**config.mk**
```make
export PLATFORM = sky130hd
export DESIGN_NAME = rv_store_unit
export DESIGN_NICKNAME = d
export VERILOG_FILES = /design/src/rtl/rv_store_unit.sv
export SDC_FILE = /design/constraint.sdc
export NUM_CORES = 1
export LEC_CHECK = 0
export BUFFER_PORTS_ARGS = -buffer_cell sky130_fd_sc_hd__buf_2
export CAP_MARGIN = 15
export CORE_ASPECT_RATIO = 2
export CORE_MARGIN = 2
export CORE_UTILIZATION = 48
export DETAILED_ROUTE_END_ITERATION = 16
export PLACE_DENSITY = 0.8
export SYNTH_ARGS = -nofsm -noshare
export SYNTH_HDL_FRONTEND = slang
export SYNTH_SLANG_ARGS = --single-unit
```
**constraint.sdc**
```tcl
create_clock -name i_clk -period 2.4 [get_ports i_clk]
set_clock_uncertainty 0.2 [all_clocks]
set_input_delay 0.6 -clock i_clk [delete_from_list [all_inputs] [get_ports i_clk]]
set_output_delay 0.6 -clock i_clk [all_outputs]
set_load 0.02 [all_outputs]
```
**src/rtl/rv_store_unit.sv**
```systemverilog
// Store-side data-memory master: aligns SB/SH/SW data to byte lanes and runs one req/ack write at a time.
// Optional RV_STORE_MISALIGN_TRAP_EN: misaligned SH/SW are dropped with an error instead of being issued.
module rv_store_unit #(
  parameter int unsigned TIMEOUT = 16
) (
  input  logic        i_clk,
  input  logic        i_reset_n,
  input  logic        i_valid,
  output logic        o_ready,
  input  logic [31:0] i_addr,
  input  logic [31:0] i_data,
  input  logic [2:0]  i_funct3,
  output logic        o_mem_req,
  output logic [29:0] o_mem_addr,
  output logic [31:0] o_mem_wdata,
  output logic [3:0]  o_mem_be,
  input  logic        i_mem_ack,
  output logic        o_done,
  output logic        o_err,
  output logic [1:0]  o_err_cause
);

  typedef enum logic [1:0] {IDLE, BUSY, ERR} state_t;

  localparam int unsigned CW = (TIMEOUT > 1) ? $clog2(TIMEOUT) : 1;
  localparam logic [CW-1:0] LIMIT = (TIMEOUT == 0) ? '0 : CW'(TIMEOUT - 1);

  state_t        state;
  logic [CW-1:0] cnt;
  logic          accept;
  logic          dec_illegal;
  logic          dec_trap;
  logic [31:0]   dec_wdata;
  logic [3:0]    dec_be;

  assign o_ready = (state == IDLE) | ((state == BUSY) & i_mem_ack);
  assign accept  = i_valid & o_ready;

  always_comb begin
    dec_illegal = 1'b0;
    dec_trap    = 1'b0;
    dec_wdata   = i_data;
    dec_be      = 4'b1111;
    case (i_funct3)
      3'b000: begin
        dec_wdata = {4{i_data[7:0]}};
        dec_be    = 4'b0001 << i_addr[1:0];
      end
      3'b001: begin
        dec_wdata = {2{i_data[15:0]}};
        dec_be    = i_addr[1] ? 4'b1100 : 4'b0011;
`ifdef RV_STORE_MISALIGN_TRAP_EN
        dec_trap  = i_addr[0];
`endif
      end
      3'b010: begin
`ifdef RV_STORE_MISALIGN_TRAP_EN
        dec_trap  = |i_addr[1:0];
`endif
      end
      default: dec_illegal = 1'b1;
    endcase
  end

  always_ff @(posedge i_clk or negedge i_reset_n) begin
    if (!i_reset_n) begin
      state       <= IDLE;
      cnt         <= '0;
      o_mem_req   <= 1'b0;
      o_mem_addr  <= '0;
      o_mem_wdata <= '0;
      o_mem_be    <= '0;
      o_done      <= 1'b0;
      o_err       <= 1'b0;
      o_err_cause <= 2'b00;
    end else begin
      o_done <= 1'b0;
      case (state)
        BUSY: begin
          if (i_mem_ack) begin
            o_done    <= 1'b1;
            o_mem_req <= 1'b0;
            state     <= IDLE;
          end else if ((TIMEOUT > 0) && (cnt == LIMIT)) begin
            o_mem_req   <= 1'b0;
            o_err       <= 1'b1;
            o_err_cause <= 2'b10;
            state       <= ERR;
          end else begin
            cnt <= cnt + 1'b1;
          end
        end
        ERR: begin
          // A faulting store accepted on an ack cycle waits one cycle so its error follows the done pulse
          if (!o_err) begin
            o_err <= 1'b1;
          end else begin
            o_err       <= 1'b0;
            o_err_cause <= 2'b00;
            state       <= IDLE;
          end
        end
        default: ;
      endcase

      if (accept) begin
        cnt <= '0;
        if (dec_illegal || dec_trap) begin
          o_mem_req   <= 1'b0;
          o_err       <= (state != BUSY);
          o_err_cause <= dec_illegal ? 2'b11 : 2'b01;
          state       <= ERR;
        end else begin
          o_mem_req   <= 1'b1;
          o_mem_addr  <= i_addr[31:2];
          o_mem_wdata <= dec_wdata;
          o_mem_be    <= dec_be;
          state       <= BUSY;
        end
      end
    end
  end

endmodule
```
---- Word level (Yosys, flattened, before mapping) ----
Cells that the tools add are included.
word-level totals
  word-level logic and storage cells ...... 66
  output and inout bits ................... 72
  flip-flop bits (word level) ............. 77
cells by class
  bitwise logic cells ..................... 3
  shift operators ......................... 1
  equality and inequality tests ........... 10
  muxes and demuxes ....................... 32
  add/subtract/negate cells ............... 1
  reduce and logical (&&, ||, !) cells .... 10
operators by type and width
  cell                   number
  $pmux W32 S2           1
  $mux W2                10
  $mux W4                5
  $mux W1                12
  $pmux W2 S2            2
  $pmux W4 S2            1
  $reduce_and A3 Y1      2
  $reduce_bool A3 Y1     2
  $add A4 B1 Y4 const B  1
  $eq A4 B4 Y1 const B   1
  $ne A2 B1 Y1 const B   2
  $ne A4 B3 Y1 const B   1
  $reduce_and A2 Y1      2
  $shl A1 B2 Y4 const A  1
  $eq A3 B1 Y1 const B   1
  $eq A3 B2 Y1 const B   1
  $logic_not A3 Y1       1
  $ne A3 B3 Y1 const B   1
  $reduce_or A3 Y1       1
  $and A1 B1 Y1          2
  $eq A2 B1 Y1 const B   1
  $eq A2 B2 Y1 const B   1
  $logic_not A2 Y1       1
  $ne A2 B2 Y1 const B   1
  other kinds (3)        3

---- Depth between registers and ports, before layout ----
Gate-level depths: netlist (run 1).
  word-level depth ........................ 6
  depth in mapped cells ................... 9
  depth with buffers taken out ............ 6

---- Worst setup path after synthesis (run 1) ----
OpenSTA, ideal clock, no wires.
  kind .................................... input to register
  from .................................... in i_funct3[1]
  to ...................................... reg o_mem_be[2]
  required time ........................... 2.075 ns
  buffers on the path ..................... 2
  slack ................................... 0.573 ns
  arrival time ............................ 1.503 ns
  stages on the path ...................... 5
  cell sequence ........................... buf_2 > a21oi_2 > and3_1 > buf_6 > mux2_2
between the ends
  word-level cells in the longest chain between the ends .. 3
  elaborated cells on any way between the ends .. 6
  those cells by class .................... eq/ne: 2; mux: 1; reduce/logical: 3
ends and longest elaborated chain
  what                                  RTL line  text
  start, declared                       12        input logic [2:0] i_funct3,
  $eq A3 B1 Y1 (tied with other cells)  44        case (i_funct3)
  $reduce_or A3 Y1 (no line)            n/a
  $reduce_and A2 Y1 (no line)           n/a
  end signal, assigned                  72        o_mem_be <= '0;
  end signal, assigned                  117       o_mem_be <= dec_be;
  end, declared                         16        output logic [3:0] o_mem_be,
Several ways; a longest one is shown, not always the timed one.
A chain may end at the register's enable or synchronous reset.

---- Worst setup path in the final report (run 1) ----
  from .................................... reg state[1]
  to ...................................... out o_ready
between the ends
  word-level cells in the longest chain between the ends .. 3
  elaborated cells on any way between the ends .. 4
  those cells by class .................... eq/ne: 1; bitwise: 2; reduce/logical: 1
ends and longest elaborated chain
  what                    RTL line  text
  start, declared         28        state_t state;
  start signal, assigned  67        state <= IDLE;
  start signal, assigned  83        state <= IDLE;
  start signal, assigned  88        state <= ERR;
  $eq A2 B1 Y1            36        assign o_ready = (state == IDLE) | ((state == BUSY) & i_mem_ack);
  $and A1 B1 Y1           36
  $or A1 B1 Y1 *          36
  end, declared           9         output logic o_ready,
Every way passes the cells marked *; elsewhere a longest branch is shown, timed or not.

==> results by group, run 1 <==
Status
  • Status: complete, no violations

Pwr
  • Total power: 6.18 mW
  • Int Power: 3.68 mW
  • Peak supply drop: 0.767 mV
  • Clock group share of total power: 0.221
  • Sw Pwr: 2.50 mW
  • PwrDens: 1380 mW/mm^2
  • Comb power frac: 0.415
  • Sw Share: 0.405
  • Reg power frac: 0.364
  • Leak: 2.38 nW

Cells and area
  • P&R area growth vs syn: 32.2%
  • Layout cell share with drive strength beyond 1: 0.330
  • Fillers: 607
  • Nets@finish: 591
  • Multi-input gate area: 0.00130 sq mm
  • Antenna cells: 0
  • Reg area: 0.00193 sq mm

Yosys
  • Asr flop ratio synth: 1.00
  • Post-synthesis sequential area ratio: 0.569
  • Post-synth top cells: nand2_1 (151), dfrtp_1 (77), nor2_1 (33)
  • Syn_nets: 450
  • Synth area leader: dfrtp_1
  • Synth top area share: 0.569
  • Count leader, synth: nand2_1
  • Avg Cell Area, Syn: 9.03 sq um
  • Synth Area in XOR/XNOR: 0.00776
  • Top post-synthesis cells by area: dfrtp_1 (57%), nand2_1 (17%), nor2_1 (3.7%)
  • Compound-Gate Fraction of Synth Area: 0.120
  • Synth Flop Type: dfrtp_1
  • Synth cell types: 32
  • Post-Synth Adder-Cell Area: 0.0148
  • #FFs+latches synth: 77
  • Largest family of logic cells by synthesized area: simple AND/OR/NAND/NOR gates
  • Fraction of synthesized area in multiplexers: 0.00628
  • Post-synth EDFFs: 0
  • Post-synthesis simple-gate area fraction: 0.234
  • Ys Warns: 0
  • Mapped Area: 0.00339 sq mm
  • Cell count after synthesis: 375

Critical path
  • Crit path kind: reg2out
  • Crit path buffers/inverters: 2
  • Slowest cell on the critical path: dfrtp_1
  • Critical Path Source: state[1]$_DFFE_PN0P_
  • Worst EP arrival: 1.35 ns
  • Crit. End Element: output pin
  • Worst Path Max Fanout: 6
  • Worst setup SP type: flip-flop
  • Worst-path cell chain: inv_1 -> ha_1 -> a21o_4 -> buf_2
  • CP required: 1.60 ns
  • Crit-path max cell delay: 0.36 ns
  • Delay-heaviest family, CP: flip-flops
  • R2r startpoint: state[1]$_DFFE_PN0P_

Floorplan
  • Die X: 63.4 um
  • IO Count: 143
  • Core Area: 0.00689 sq mm
  • Chip height: 123 um
  • Die area: 0.00778 sq mm
  • Initial Utilization: 0.492
  • Cell Rows: 43

Clock tree
  • Worst-skew pair later-pin latency: 0.33 ns
  • H-tree depth: 3
  • TritonCTS clock tree: built
  • Post-CTS resize count: 0
  • Sink Count: 77
  • Hold_buf cts: 0
  • CTS Buffer Depth: 2
  • Cts bufs inserted: 9
  • Root Buffer Master: clkbuf_16
  • Setup bufs post-CTS: 0
  • Clk slew on worst S/H paths: 0.06 ns

STA
  • Crit share post-route: 0.897
  • # setup viols final: 0
  • Hold Fails Final Rpt: 0
  • Crit path time final: 2.15 ns
  • RSZ-0062 raised after global routing: no
  • Fmax: 465 MHz
  • Worst-Margin Slew: 0.554 ns
  • Final Max Slew Viols: 0
  • Setup TNS Final: 0 ns
  • Max-slew headroom: 0.629

Worst hold path
  • HP Class: in2async

Drt
  • Vias after detailed routing: 3099
  • Post-route ant nets: 0
  • Drc violations: 0
  • WL final: 8540 um
  • Iteration-0 DRC Markers: 121
  • First-pass iteration count of the detailed router: 4
  • WL per Instance: 14.0 um
  • Vias per cell: 5.07

Global route
  • Pin count of the biggest net entering global routing: 43
  • Number of global-route vias before repair: 3061
  • Global Route Usage Sum: 0.233
  • Initial antenna violation count: 0
  • Total grt overflow: 0
  • First-pass GRT wire length: 13900 um

Place
  • Routability Congestion: 0.824
  • Port Buffers: 142
  • HPWL reported at the end of detailed placement: 6460 um

Run
  • Max-cap violations: 0
## worst reg2reg max path: stages (launching register included)
cell      delay, ns
dfrtp_1        0.39
inv_1          0.10
ha_1           0.18
a21o_4         0.15
nand3b_1       0.28
a211oi_1       0.41
a21oi_1        0.11
## stage by stage
step | cell area [sq um] | setup slack (ns) | utilization | instances | hold slack, ns
after global placement | 4170 | 0.293 | 0.606 | 595 | 0.252
after global routing | 4480 | 0.166 | 0.650 | 611 | 0.0903
final | 4480 | 0.248 | 0.650 | 611 | 0.0437
after CTS | 4480 | 0.233 | 0.650 | 611 | 0.0669
after detailed placement | 4170 | 0.214 | 0.606 | 595 | 0.257
after floorplan | 3390 | 0.573 | - | 375 | 0.104
## power by group through the flow
stage	Sequential [mW]	Clock [mW]	Combinational [mW]
finish	2.25	1.36	2.57
global route	2.33	1.44	2.81
CTS	2.25	1.38	2.60
detailed placement	2.26	0	2.60
global placement	2.25	0	2.53
floorplan	3.00	0	0.896
## placed cells by master (no fill, tap or decap), types with 7 or more instances in the layout
cell type	netlist	final
nand2_1	151	151
nand3_1	7	7
dfrtp_1	77	77
a21oi_1	19	19
a211oi_1	8	8
nor2_1	33	33
o21a_1	10	10
a31oi_1	11	11
buf_2	5	141
clkbuf_16	0	9
buf_4	2	7
## final timing paths
check	end	cells after the start	slack [ns]
worst max-delay path	o_ready	4	0.25
max in group asynchronous	o_mem_wdata[31]$_DFFE_PN0P_	2	1.38
worst min-delay path	o_mem_wdata[9]$_DFFE_PN0P_	1	0.04
worst max register to register	o_mem_wdata[9]$_DFFE_PN0P_	6	0.45
min in group i_clk	o_mem_addr[10]$_DFFE_PN0P_	3	0.26
worst min register to register	o_mem_addr[1]$_DFFE_PN0P_	2	0.27
## state kept, by name, indices dropped and copies added (netlist names)
name         cells
cnt              4
o_done           1
o_err            1
o_err_cause      2
o_mem_addr      30
o_mem_be         4
o_mem_req        1
o_mem_wdata     32
state            2
## per-layer routing
metal,wire length [um],track usage
met1,3290,0.263
met2,4460,0.410
met3,487,0.0467
met4,302,0.124
met5,0,0
## logic make-up after synthesis
group	count (synthesis)
AO/OA/AOI/OAI	62
XOR/XNOR	3
adder cells (fa/ha/maj)	4
buffers and inverters	26
flip-flops	77
multiplexers	2
AND/OR/NAND/NOR	201
## layout make-up
type | instances | share of cell area
inverters | 5 | 0.00419
clock inverters | 3 | 0.00978
clock buffers | 13 | 0.0581
flip-flops and latches | 77 | 0.430
multi-input cells | 272 | 0.290
repair buffers | 151 | 0.183
well taps | 90 | 0.0252
(Power assumes the default switching activity.)
==> run 2: changes to the inputs <==
Settings changed: MAX_ROUTING_LAYER set to met4.
==> run 2 against run 1 <==
  * Non-clock buffer count did not move
  * Routed wire length rose by 0.15%
  * Sequential cell count did not move
  * Hold slack improved by 0.0059 ns
  * Highest routed layer unchanged
  * Critical path depth did not move
  * Sequential share of layout area did not move
  * Register-to-register slack barely moved
  * Sequential power barely moved
  * Count of clock-buffer cells in the layout did not move
  * Largest cell class unchanged
  * Maximum frequency rose by 0.26%
  * Utilization did not move
  * Global-route usage rose by 0.61 points
==> results by group, run 2 (synthesis gave the netlist of run 1 again) <==
Status
  • Status: complete, no violations

Global route
  • Total grt overflow: 0 (unchanged)
  • First-pass GRT wire length: 13900 um (unchanged)
  • Initial antenna violation count: 0 (unchanged)
  • Number of global-route vias before repair: 3051 (-0.33%)
  • Global Route Usage Sum: 0.239 (+0.00614)
  • Pin count of the biggest net entering global routing: 43 (unchanged)

STA
  • # setup viols final: 0 (unchanged)
  • Max-slew headroom: 0.629 (about the same)
  • Crit share post-route: 0.894 (-0.00233)
  • Hold slack: 0.0495 ns (+0.00585 ns)
  • Hold Fails Final Rpt: 0 (unchanged)
  • Worst-Margin Slew: 0.554 ns (-0.0000629 ns)
  • Fin worst setup slack: 0.254 ns (+0.00560 ns)
  • RSZ-0062 raised after global routing: no
  • Fmax: 466 MHz (+0.26%)
  • Crit path time final: 2.15 ns (-0.00560 ns)
  • Final Max Slew Viols: 0 (unchanged)
  • Setup TNS Final: 0 ns (unchanged)

Cells and area
  • Biggest regs: o_mem_wdata (32), o_mem_addr (30)
  • Largest Register: o_mem_wdata
  • Max FFs per register: 32 (unchanged)
  • Antenna cells: 0 (unchanged)
  • Most common cell after layout, fill and taps aside: nand2_1
  • Most frequent cells in the layout: nand2_1 (151), buf_2 (141), dfrtp_1 (77)
  • Final cell count without fillers: 611 (unchanged)
  • P&R area growth vs syn: 32.2% (unchanged)
  • Layout cell share with drive strength beyond 1: 0.330 (unchanged)
  • Nets@finish: 591 (unchanged)
  • Cell area after layout: 0.00448 sq mm (unchanged)
  • Post-layout util: 0.650 (unchanged)

Critical path
  • Worst Path Max Fanout: 6 (unchanged)
  • Slowest cell on the critical path: dfrtp_1
  • Worst EP arrival: 1.35 ns (about the same)
  • Worst setup SP type: flip-flop
  • Crit path buffers/inverters: 2 (unchanged)
  • Delay-heaviest family, CP: flip-flops
  • CP required: 1.60 ns (about the same)
  • Worst-path cell chain: inv_1 -> ha_1 -> a21o_4 -> buf_2
  • Crit. End Element: output pin
  • Crit path kind: reg2out
  • Crit-path max cell delay: 0.36 ns (about the same)

Clock tree
  • TritonCTS clock tree: built
  • Worst-skew pair later-pin latency: 0.33 ns (about the same)
  • Post-CTS resize count: 0 (unchanged)
  • Root Buffer Master: clkbuf_16
  • Clk slew on worst S/H paths: 0.06 ns (about the same)
  • Setup bufs post-CTS: 0 (unchanged)
  • Sink Count: 77 (unchanged)
  • Cts bufs inserted: 9 (unchanged)
  • CTS Buffer Depth: 2 (unchanged)
  • H-tree depth: 3 (unchanged)
  • Hold_buf cts: 0 (unchanged)

Drt
  • Post-route ant nets: 0 (unchanged)
  • WL final: 8550 um (+0.15%)
  • Vias per cell: 5.06 (-0.26%)
  • Vias after detailed routing: 3091 (-0.26%)
  • WL per Instance: 14.0 um (+0.15%)
  • First-pass iteration count of the detailed router: 4 (unchanged)
  • Drc violations: 0 (unchanged)
  • Iteration-0 DRC Markers: 131 (+8.3%)

Run
  • Max-cap violations: 0 (unchanged)

Floorplan
  • Cell Rows: 43 (unchanged)
  • Chip height: 123 um (unchanged)
  • Die area: 0.00778 sq mm (unchanged)
  • IO Count: 143 (unchanged)
  • Die X: 63.4 um (unchanged)
  • Initial Utilization: 0.492 (unchanged)
  • Core Area: 0.00689 sq mm (unchanged)

Place
  • DP Area: 0.00417 sq mm (unchanged)
  • Setup WS pre-CTS: 0.214 ns (unchanged)
  • HPWL reported at the end of detailed placement: 6460 um (unchanged)
  • Port Buffers: 142 (unchanged)
  • Routability Congestion: 0.837 (+1.5%)
  • Placed Instances: 595 (unchanged)

Pwr
  • Peak supply drop: 0.766 mV (-0.13%)
  • Total power: 6.18 mW (about the same)
  • Leak: 2.38 nW (unchanged)
  • PwrDens: 1380 mW/mm^2 (about the same)

Worst hold path
  • HP Class: in2async
run 2: cell counts in the layout (fill, tap and decap cells not counted):
No cell type changed its count.
run 2: report_power, final:
group	leakage, nW	switching (mW)	internal (mW)	total (mW)
logic	1.31	1.67	0.898	2.57
clock network	0.150	0.497	0.862	1.36
registers	0.921	0.332	1.92	2.25
run 2: layout make-up:
class,instances,area [sq um]
well taps,90,113
inverters,5,18.8
fillers,607,2410
multi-input cells,272,1300
flip-flops and latches,77,1930
clock buffers,13,260
repair buffers,151,818
clock inverters,3,43.8
run 2: path summary, 6_finish.rpt:
check	start	end	slack (ns)	cells past startpoint
worst max register to register	state[1]$_DFFE_PN0P_	o_mem_wdata[9]$_DFFE_PN0P_	0.46	6
min in group i_clk	i_addr[12]	o_mem_addr[10]$_DFFE_PN0P_	0.26	3
worst min-delay path	i_reset_n	o_mem_wdata[9]$_DFFE_PN0P_	0.05	1
worst min register to register	o_mem_addr[1]$_DFFE_PN0P_	o_mem_addr[1]$_DFFE_PN0P_	0.27	2
max in group asynchronous	i_reset_n	o_mem_wdata[31]$_DFFE_PN0P_	1.37	2
worst max-delay path	state[1]$_DFFE_PN0P_	o_ready	0.25	4
run 2: worst register-to-register path, cell delays in order, from the launching register on:
cell and delay [ns]:
dfrtp_1 0.39, inv_1 0.10, ha_1 0.18, a21o_4 0.15, nand3b_1 0.27, a211oi_1 0.41, a21oi_1 0.11
run 2: per-layer routing:
layer,vias up,track usage,wire (um)
met5,-,-,0
met4,0,0.107,211
met3,18,0.0532,463
met2,128,0.410,4550
met1,1448,0.264,3320
li1,1497,-,-
